$ cat src/rtl/screen_monitor_pkg.sv
// Shared geometry, bit-counter sizing and framebuffer row type for the screen monitor.
package screen_monitor_pkg;

    localparam int ROWS   = 16;
    localparam int COLS   = 16;
    localparam int BCNT_W = 5;

    localparam logic [BCNT_W-1:0] BCNT_MAX  = 5'd31;
    localparam logic [BCNT_W-1:0] SCAN_BITS = 5'd16;

    typedef logic [COLS-1:0] fb_row_t;
    typedef logic [ROWS-1:0] row_sel_t;

    function automatic logic is_onehot(input row_sel_t sel);
        return (sel != '0) && ((sel & (sel - row_sel_t'(1))) == '0);
    endfunction

endpackage

$ cat src/rtl/edge_sync.sv
// Multi-flop synchronizer followed by a single-cycle edge detector (rise or fall).
module edge_sync #(
    parameter int STAGES      = 2,
    parameter bit DETECT_RISE = 1'b1
) (
    input  logic clk,
    input  logic srst,
    input  logic d,
    output logic pulse
);

    logic [STAGES-1:0] chain_reg;
    logic              prev_reg;
    logic              sync_val;

    assign sync_val = chain_reg[STAGES-1];

    always_ff @(posedge clk) begin
        if (srst) begin
            chain_reg <= '0;
            prev_reg  <= 1'b0;
        end else begin
            chain_reg <= {chain_reg[STAGES-2:0], d};
            prev_reg  <= sync_val;
        end
    end

    // Combinational from the synchronized value so the edge acts one cycle after it settles.
    assign pulse = DETECT_RISE ? (sync_val & ~prev_reg) : (~sync_val & prev_reg);

endmodule

$ cat src/rtl/screen_monitor.sv
// Snoops a serial row/column LED panel bus, rebuilds the displayed image in a
// 16x16 framebuffer and flags malformed scans.
module screen_monitor
    import screen_monitor_pkg::*;
#(
    parameter int SYNC_STAGES = 2
) (
    input  logic        clk,
    input  logic        reset,
    input  logic        rclk,
    input  logic        rsdi,
    input  logic        cclk,
    input  logic        csdi,
    input  logic        le,
    input  logic        oeb,
    input  logic [3:0]  rd_row,
    output logic [15:0] rd_data,
    output logic        frame_done,
    output logic        proto_err,
    output logic [7:0]  frame_count
);

    localparam int N_DATA = 3;

    logic rclk_rise, cclk_rise, le_rise;

    edge_sync #(.STAGES(SYNC_STAGES)) u_rclk_sync (.clk(clk), .srst(reset), .d(rclk), .pulse(rclk_rise));
    edge_sync #(.STAGES(SYNC_STAGES)) u_cclk_sync (.clk(clk), .srst(reset), .d(cclk), .pulse(cclk_rise));
    edge_sync #(.STAGES(SYNC_STAGES)) u_le_sync   (.clk(clk), .srst(reset), .d(le),   .pulse(le_rise));

    // Data lines share the clock-line depth so each bit lines up with its shift edge.
    logic [N_DATA-1:0]      data_raw;
    logic [N_DATA-1:0]      data_sync;
    logic [SYNC_STAGES-1:0] data_chain_reg [N_DATA];

    assign data_raw = {oeb, csdi, rsdi};

    always_ff @(posedge clk) begin
        for (int i = 0; i < N_DATA; i++) begin
            if (reset) data_chain_reg[i] <= '0;
            else       data_chain_reg[i] <= {data_chain_reg[i][SYNC_STAGES-2:0], data_raw[i]};
        end
    end

    genvar gi;
    generate
        for (gi = 0; gi < N_DATA; gi++) begin : g_data_sync
            assign data_sync[gi] = data_chain_reg[gi][SYNC_STAGES-1];
        end
    endgenerate

    logic rsdi_s, csdi_s, oeb_s;
    assign rsdi_s = data_sync[0];
    assign csdi_s = data_sync[1];
    assign oeb_s  = data_sync[2];

    row_sel_t          row_sr_reg, row_sr_next, row_lat_reg;
    fb_row_t           col_sr_reg, col_sr_next, col_lat_reg;
    logic [BCNT_W-1:0] row_cnt_reg, row_cnt_next, col_cnt_reg, col_cnt_next;
    logic              pending_reg;
    logic              scan_ok, commit, commit_ok, frame_hit;
    row_sel_t          row_we;
    fb_row_t           fb_reg [ROWS];
    fb_row_t           rd_data_reg;
    logic              frame_done_reg, proto_err_reg;
    logic [7:0]        frame_count_reg;

    always_comb begin
        row_sr_next  = row_sr_reg;
        col_sr_next  = col_sr_reg;
        row_cnt_next = row_cnt_reg;
        col_cnt_next = col_cnt_reg;
        if (rclk_rise) begin
            row_sr_next = {row_sr_reg[ROWS-2:0], rsdi_s};
            if (row_cnt_reg != BCNT_MAX) row_cnt_next = row_cnt_reg + 1'b1;
        end
        if (cclk_rise) begin
            col_sr_next = {col_sr_reg[COLS-2:0], csdi_s};
            if (col_cnt_reg != BCNT_MAX) col_cnt_next = col_cnt_reg + 1'b1;
        end
    end

    // Count check includes a bit shifted in on the same cycle as the latch edge.
    assign scan_ok   = (row_cnt_next == SCAN_BITS) && (col_cnt_next == SCAN_BITS);
    assign commit    = pending_reg & ~oeb_s;
    assign commit_ok = commit & is_onehot(row_lat_reg);
    assign row_we    = commit_ok ? row_lat_reg : '0;
    assign frame_hit = row_we[ROWS-1];

    always_ff @(posedge clk) begin
        if (reset) begin
            row_sr_reg      <= '0;
            col_sr_reg      <= '0;
            row_cnt_reg     <= '0;
            col_cnt_reg     <= '0;
            row_lat_reg     <= '0;
            col_lat_reg     <= '0;
            pending_reg     <= 1'b0;
            proto_err_reg   <= 1'b0;
            frame_done_reg  <= 1'b0;
            frame_count_reg <= '0;
        end else begin
            row_sr_reg     <= row_sr_next;
            col_sr_reg     <= col_sr_next;
            row_cnt_reg    <= le_rise ? '0 : row_cnt_next;
            col_cnt_reg    <= le_rise ? '0 : col_cnt_next;
            proto_err_reg  <= (le_rise & ~scan_ok) | (commit & ~commit_ok);
            frame_done_reg <= frame_hit;
            if (frame_hit) frame_count_reg <= frame_count_reg + 1'b1;
            if (le_rise) begin
                row_lat_reg <= row_sr_next;
                col_lat_reg <= col_sr_next;
                pending_reg <= scan_ok;
            end else if (commit) begin
                pending_reg <= 1'b0;
            end
        end
    end

    always_ff @(posedge clk) begin
        for (int r = 0; r < ROWS; r++) begin
            if (reset)          fb_reg[r] <= '0;
            else if (row_we[r]) fb_reg[r] <= col_lat_reg;
        end
        if (reset) rd_data_reg <= '0;
        else       rd_data_reg <= fb_reg[rd_row];
    end

    assign rd_data     = rd_data_reg;
    assign frame_done  = frame_done_reg;
    assign proto_err   = proto_err_reg;
    assign frame_count = frame_count_reg;

endmodule

$ cat config.mk
export PLATFORM = sky130hd
export DESIGN_NAME = screen_monitor
export DESIGN_NICKNAME = d
export VERILOG_FILES = /design/src/rtl/screen_monitor_pkg.sv /design/src/rtl/edge_sync.sv /design/src/rtl/screen_monitor.sv
export SDC_FILE = /design/constraint.sdc
export NUM_CORES = 1
export LEC_CHECK = 0
export CAP_MARGIN = 15
export CORE_MARGIN = 1.5
export CORE_UTILIZATION = 45
export DETAILED_ROUTE_END_ITERATION = 10
export GPL_ROUTABILITY_DRIVEN = 0
export PLACE_DENSITY = 0.69
export SLEW_MARGIN = 10
export SYNTH_ARGS = -nofsm -noshare
export SYNTH_HDL_FRONTEND = slang
export SYNTH_HIERARCHICAL = 1
export SYNTH_SLANG_ARGS = --single-unit
$ cat constraint.sdc
create_clock -name clk -period 3.8 [get_ports clk]
set_input_delay 0.76 -clock clk [delete_from_list [all_inputs] [get_ports clk]]
set_output_delay 0.76 -clock clk [all_outputs]
set_load 0.02 [all_outputs]
==> results of run 1 <==
==> area by class of cell <==
class / instances / area [sq um]
Tap cell: 511 / 639.4
Inverter: 2 / 7.507
Antenna cell: 1 / 2.502
Clock inverter: 14 / 102.6
Clock buffer: 60 / 1167
Sequential cell: 372 / 10010
Timing Repair Buffer: 86 / 1011
Fill cell: 3126 / 18290
Multi-Input combinational cell: 611 / 6526
==> logic make-up after synthesis <==
| kind of cell | after synthesis |
|---|---|
| simple gates | 404 |
| flops | 372 |
| buf+inv | 149 |
| mux | 124 |
| compound gates | 76 |
| xor+xnor | 4 |
| fa+ha+maj | 3 |
==> per-layer routing <==
layer	up-vias	track usage
li1	4533	-
met1	5267	0.3018
met2	394	0.3497
met3	84	0.03357
met4	0	0.08249
met5	-	0
==> cell usage after synthesis, types with 4 or more instances <==
cell,count
sky130_fd_sc_hd__a21oi_1,6
sky130_fd_sc_hd__a31o_2,16
sky130_fd_sc_hd__a31oi_1,5
sky130_fd_sc_hd__and4bb_2,79
sky130_fd_sc_hd__buf_1,5
sky130_fd_sc_hd__buf_2,10
sky130_fd_sc_hd__buf_6,24
sky130_fd_sc_hd__clkbuf_1,106
sky130_fd_sc_hd__dfxtp_1,116
sky130_fd_sc_hd__edfxtp_1,256
sky130_fd_sc_hd__mux2_2,8
sky130_fd_sc_hd__mux2i_1,36
sky130_fd_sc_hd__mux4_2,80
sky130_fd_sc_hd__nand2_1,8
sky130_fd_sc_hd__nand3_1,7
sky130_fd_sc_hd__nor2_1,53
sky130_fd_sc_hd__nor2b_1,40
sky130_fd_sc_hd__nor3_1,4
sky130_fd_sc_hd__nor4_1,7
sky130_fd_sc_hd__nor4bb_1,178
sky130_fd_sc_hd__o21ai_0,6
sky130_fd_sc_hd__o22a_1,32
==> worst paths after layout <==
check / to / slack [ps]
setup / recovery: fb_reg[4][10] / 790
hold / removal: u_cclk_sync/chain_reg[1] / 440
setup reg to reg: fb_reg[4][10] / 790
hold reg to reg: u_cclk_sync/chain_reg[1] / 440
==> power breakdown <==
part,internal (W),switching (W)
Combinational,0.000346,0.000419
Sequential,0.00445,0.000102
Clock,0.00215,0.00162
==> worst register-to-register path, delay by kind of cell (launching register included) <==
family,cells,cell delay (ps)
simple gates,3,750
buf+inv,3,640
flops,1,840
compound gates,2,540
==> per-stage QoR <==
step | area (sq um) | hold slack [ps] | worst slack [ps]
after floorplan | 17290 | 413.8 | 1123
after global placement | 18190 | 416.5 | 922.3
after detailed placement | 18190 | 426.6 | 878.6
after CTS | 19460 | 440.1 | 887.5
after global routing | 19460 | 448.0 | 538.6
final | 19470 | 437.3 | 789.2
==> impl_summary.md, run 1 <==
Critical path
The worst setup path is launched from a flop. For this design, the slowest cell found on the critical path is sky130_fd_sc_hd__dfxtp_1. In this design, the largest share of critical-path delay is due to flip-flops. The most numerous cell on the critical path is sky130_fd_sc_hd__buf_12. The logic depth of the worst setup path including buffers is 8. The startpoint identified for the worst register-to-register timing path is row_lat_reg[10]. Data arrives at the worst endpoint at 3310 ps. The number of cells on the worst reg-to-reg path is 8. The number of buffers and inverters on the critical path is 3.

The worst setup path is of the reg -> reg kind. The required time of the worst setup path is between 4000 and 5000 ps. The critical path goes through o21ai_0 > and4b_1 > o221ai_2 > inv_2 > nand4_4 > buf_12 > buf_12 > and4bb_2. STA classifies the critical path endpoint as a flop. Of all nets on the critical path, the largest fanout is between 40 and 50. The launching element of the worst setup path is row_lat_reg[10]. The delay of the slowest cell on the worst path is 840 ps.

Clocking
In this run, post-CTS repair resized a total of 0 instances. The number of buffers on the longest clock path is 3. The clock insertion delay at the later pin of the skew report is 570 ps.

CTS saw 372 sinks. After clock tree synthesis, the clock-pin slew on the worst setup and hold paths is 60 ps. The H-tree depth reported by CTS is 2. The buffer count from post-CTS setup fixing is 0. The total CTS buffers is 40. The CTS tree is done. The root buffer cell is sky130_fd_sc_hd__clkbuf_16. In this run, post-CTS hold repair placed 0 buffers.

Yosys
Of the total synthesized cell area, the portion taken by full adders, half adders and majority gates is 0.002171. Yosys attributes the largest share of cell area to sky130_fd_sc_hd__edfxtp_1 (44%), sky130_fd_sc_hd__dfxtp_1 (13%), sky130_fd_sc_hd__mux4_2 (10%). The count of synthesis-stage warnings from yosys is 6.

The fraction of registers with async set/reset is 0. The mean instance size in the synthesized netlist is 15.27 sq um. The count of distinct cell types in the synthesized netlist is between 50 and 60. After synthesis the netlist holds a flip-flop and latch count of 372. The area of the mapped netlist is around 17000 sq um.

After synthesis, the largest family of logic cells by area is simple AND/OR/NAND/NOR gates. The area fraction in compound gates after synthesis is 0.03525. Counting flops with a built-in enable in the synthesized netlist gives 256. The proportion of netlist area held by the largest area contributor is 0.4447. Of the total synthesized cell area, the portion taken by AND, OR, NAND and NOR gates is 0.2076. Of the total synthesized cell area, the portion taken by XOR and XNOR cells is 0.002026. The synthesized net count is ~1100.

The largest area contributor in the netlist is sky130_fd_sc_hd__edfxtp_1. The multiplexer share of the synthesized area is 0.1303. The number of instances in the synthesized netlist is 1132.

The prevailing post-synth register cell is sky130_fd_sc_hd__edfxtp_1. Of the synthesized area, sequential elements account for 0.5790.

Timing
The period utilization is 0.7923. The number of pins with negative max-slew slack in the final report was 0. The final number of setup-violating endpoints is 0. Setup repair after global routing left no endpoint under its margin. The number of hold violations in the final report is 0. The maximum operating frequency is 332.1 MHz.

Measured against its own limit, the worst slew margin works out to 0.4672. On the final layout, the worst clock skew is approximately 21 ps. The worst path in the final design needs a cycle of 3011 ps, including I/O delays and setup.

At the pin with the least slew margin, the transition time is 798.0 ps. The final setup TNS is 0 ps.

Drt
The met3 routed wirelength is approximately 2.9 mm. The count of TritonRoute iterations in the first routing pass is 6. Dividing the detail-routed wire length by the instance count gives between 20 and 30 um.

In this run the top signal layer used is met4. The wire length the detailed router placed on met1 is 18.07 mm. The first routing iteration left 936 violations. The routed design has 42.15 mm of wire. In the routed design, unresolved DRC markers number 0. Detailed routing inserted a total of approximately 10000 vias. In this run the remaining antenna-violating nets after routing total 0. In the routed layout, each cell is associated on average with a via count of 6.203. In the detailed route, the total length drawn on met2 is 19.83 mm.

Global routing
The via count of the first global-routing pass is 10370. For this run, the total global-route usage over all layers was measured as 0.2187. The first global-routing pass estimated about 64 mm of wire. The largest net degree at the start of global routing is 131. The number of antenna violations at the first check in global routing is 0. The total congestion overflow after global routing is 0.

Die
The total area inside the core boundary comes to 37760 sq um. For this design the top-level I/O count stands at 38. The width of the die is 199.0 um.

The height of the chip is 199.0 um. The full die area is 39600 sq um. The floorplan has 71 rows. The starting utilization of the core area is 0.4579.

Pwr
The total power density per cell area is 466.6 nW/um^2. For this design the static power due to leakage is 6.570 nW. The worst-case IR drop observed on VDD is 0.3149 mV. Power comes to 0.009083 W.

Cells and area
The net count of the finished layout is 1128. The filler-free cell count of the finished design is about 1700. Of the cells placed in the final design, the portion with a size suffix greater than 1 is 0.2690. The register with the most flip-flops in the layout has between 200 and 300 of them. The signed area change from the synthesized netlist to the final layout is 12.60%. The library cell used most frequently in the layout, excluding fill and tap cells, is sky130_fd_sc_hd__edfxtp_1.

At the end of the flow the core is filled with cells to 0.5156. Leaving out fill and tap cells, the most frequent cells in the layout are sky130_fd_sc_hd__edfxtp_1 (256), sky130_fd_sc_hd__nor4bb_1 (178), sky130_fd_sc_hd__dfxtp_1 (116), sky130_fd_sc_hd__mux4_2 (80), sky130_fd_sc_hd__and4bb_2 (79).

Worst hold path
Counting instances, the worst hold path has a depth of 1. The worst hold path class is reg -> reg. The worst hold path begins at u_cclk_sync/chain_reg[0].

Placement
The half-perimeter wire length after detailed placement is 24.85 mm. The total placed cells including tap cells is ~1600. The count of buffers inserted at the top-level ports is 37.

Outcome
The run finished with clean final reports.

Flow run
The number of maximum-capacitance violations is 0.
Power figures use the tool's default switching activity.
==> inputs of run 2 (changes only) <==
- clock period: 3.8 -> 3 ns (I/O delays scaled with it)
==> impl_summary.md, run 2 (synthesized netlist as in run 1, its figures left out) <==
Die
The total number of placement rows was 71 (unchanged). The height of the chip is 199.0 um (unchanged). The number of ports placed on the die boundary is 38 (unchanged). The full die area is 39600 sq um (unchanged).

The width of the die is 199.0 um (unchanged). The total core area came to 37760 sq um (unchanged). The starting utilization of the core area is 0.4579 (unchanged).

Timing
The number of pins with negative max-slew slack in the final report is 0 (unchanged). The worst max-slew margin expressed relative to the limit is 0.4694 (was 0.4672). The shortest period the worst path allows is 2793 ps (was 3011 ps).

The worst hold-check slack is 433.6 ps (was 437.3 ps). The clock skew is 19.26 ps (was 20.86 ps). The transition time of the tightest slew-check pin is 794.8 ps (was 798.0 ps). The final number of setup-violating endpoints is 0 (unchanged). RSZ-0062 raised after global routing: false (unchanged). The maximum operating frequency is 358.1 MHz (was 332.1 MHz). The final setup TNS was 0 ps (unchanged). The number of hold violations in the final report came to 0 (unchanged). The period utilization is 0.9309 (was 0.7923).

Critical path
The launching element type of the critical path is a flop (unchanged). The delay of the slowest cell on the worst path is 640 ps (was 840 ps). The type of the worst setup path is reg -> reg (unchanged). The launch instance of the worst register-to-register path is row_lat_reg[2] (was row_lat_reg[10]). The highest fanout seen on the critical path is 16 (was 42). The data arrival time of the critical path is 2940 ps (was 3310 ps). The critical-path cell with the highest stage delay is sky130_fd_sc_hd__a31o_2 (was sky130_fd_sc_hd__dfxtp_1). Cell-by-cell trace of the critical path: nor4_4 > nand3_1 > a211oi_1 > nor2_1 > nor3_2 > buf_12 > a31o_2 (was o21ai_0 > and4b_1 > o221ai_2 > inv_2 > nand4_4 > buf_12 > buf_12 > and4bb_2). The count of cells along the worst register-to-register path is 7 (was 8). The kind of capture point of the worst setup path is a flop (unchanged).

The count of buffer and inverter cells on the critical path is 1 (was 3). The largest delay contributor family on the critical path was compound AO/OA/AOI/OAI gates (was flip-flops). The required time of the worst setup path came to 3150 ps (was 4100 ps). The launching element of the worst setup path was row_lat_reg[2] (was row_lat_reg[10]). The logic depth of the worst setup path including buffers is 7 (was 8).

Global routing
The wire length of the first global-routing pass came to 64.71 mm (was 64.21 mm). The number of antenna violations at the first check in global routing is 2 (was 0). The overall routing resource usage came to 0.2200 (was 0.2187).

The total congestion overflow after global routing is 0 (unchanged). The largest net degree at the start of global routing came to 114 (was 131). The via count of the first global-routing pass came to 10320 (was 10370).

Outcome
Run status: finished, final reports clean (unchanged).

Drt
The routed via count is 10300 (was 10280). The average wire per cell in the routed design is 25.76 um (was 25.44 um). The DRC violation count after routing is 0 (unchanged).

The detail-routed via count per cell is 6.225 (was 6.203). The DRC marker count from the first detailed-route iteration is 969 (was 936). The count of TritonRoute iterations in the first routing pass was 5 (was 6). The post-route antenna net violation count is 0 (unchanged). The total wire length after detailed routing is 42.63 mm (was 42.15 mm).

Flow run
The number of maximum-capacitance violations is 0 (unchanged).

Clocking
The H-tree depth reported by CTS was 2 (unchanged). The register clock-pin slew on the reported worst setup and hold paths is 60 ps (about the same). The root buffer cell is sky130_fd_sc_hd__clkbuf_16 (unchanged).

The total CTS buffers is 40 (unchanged). The CTS tree was done (unchanged). The buffer count from post-CTS setup fixing is 0 (unchanged). The post-cts resize count is 0 (unchanged). The number of buffers on the longest clock path is 3 (unchanged). The number of hold-repair buffers added at the cts stage came to 0 (unchanged). The clock insertion delay at the later pin of the skew report is 530 ps (was 570 ps). The clock sink count is 372 (unchanged).

Cells and area
The most common cell after layout, fill and taps aside is sky130_fd_sc_hd__edfxtp_1 (unchanged). Most used cells in the layout excluding fill and tap cells: sky130_fd_sc_hd__edfxtp_1 (256), sky130_fd_sc_hd__nor4bb_1 (178), sky130_fd_sc_hd__dfxtp_1 (116), sky130_fd_sc_hd__mux4_2 (80), sky130_fd_sc_hd__and4bb_2 (79) (unchanged). The number of nets at the end of the flow is 1131 (was 1128). The diode insertion count for antenna repair is 0 (was 1). The signed area change from the synthesized netlist to the final layout is 11.70% (was 12.60%). The ratio of cells with drive above 1 in the final layout is 0.2640 (was 0.2690). The number of inserted filler cells in the final layout is 3143 (was 3126). The number of flip-flops in the largest register is 256 (unchanged).

Placement
The half-perimeter wire length after detailed placement is 24.87 mm (was 24.85 mm). The count of buffers inserted at the top-level ports is 37 (unchanged).

Pwr
The total power density per cell area was 594.3 nW/um^2 (was 466.6 nW/um^2). The worst voltage drop across the vdd grid was 0.4130 mV (was 0.3149 mV). The total power was 0.01148 W (was 0.009083 W). The leakage power was 6.504 nW (was 6.570 nW).

Worst hold path
The instance count along the most critical hold path was 1 (unchanged). The start point of the worst min-delay path is u_cclk_sync/chain_reg[0] (unchanged). The worst hold path class is reg -> reg (unchanged).
[run 2: cell count changes in the layout (fill, tap and decap cells not counted), sizes merged]
cell,before,now
diode,1,0
clkinv,11,5
clkinvlp,1,0
buf,52,55
bufinv,0,1
clkbuf,60,64
inv,4,2
[run 2: worst register-to-register path: cells and delay by family, from the launching register on]
kind	cells	cell delay [ps]
compound gates	2	920
simple gates	4	910
flops	1	400
buf+inv	1	180
[run 2: per-layer routing]
metal / vias up / routed length [um] / global-route usage
met3: 88 / 3399 / 0.05358
met4: 2 / 1271 / 0.07043
met5: - / 13 / 0
met1: 5274 / 17920 / 0.3000
met2: 403 / 20020 / 0.3465
li1: 4536 / - / -
[run 2: report_power, final]
part | switching [W] | internal (W) | total, W
clock network | 0.00196 | 0.00277 | 0.00473
registers | 0.000118 | 0.00564 | 0.00576
logic | 0.000553 | 0.000440 | 0.000993
[run 2: worst paths after layout]
kind | end | slack (ps)
setup / recovery | fb_reg[9][13] | 210
hold / removal | u_cclk_sync/chain_reg[1] | 430
setup reg to reg | fb_reg[9][13] | 210
hold reg to reg | u_cclk_sync/chain_reg[1] | 430
[run 2: cell type report]
class	count	area (sq um)	share of cell area
Multi-Input combinational cell	611	6526	0.3380
Clock buffer	64	1182	0.06123
Sequential cell	372	10010	0.5183
Tap cell	511	639.4	0.03311
Inverter	2	7.507	0.0003888
Timing Repair Buffer	89	895.9	0.04639
Clock inverter	6	50.05	0.002592
[run 2: through the flow]
stage / setup WS [ps] / instances / instance area [sq um] / util
floorplan: 482.9 / 1132 / 17290 / -
global placement: 240.4 / 1585 / 18080 / 0.4788
detailed placement: 254.0 / 1585 / 18080 / 0.4788
CTS: 220.3 / 1655 / 19310 / 0.5115
global route: 64.92 / 1655 / 19310 / 0.5115
finish: 207.3 / 1655 / 19310 / 0.5115
==> inputs of run 3 (changes only) <==
- TNS_END_PERCENT: not set -> 20
==> results of run 3 <==
Final layout, timing and power as in run 2 (identical DEF).
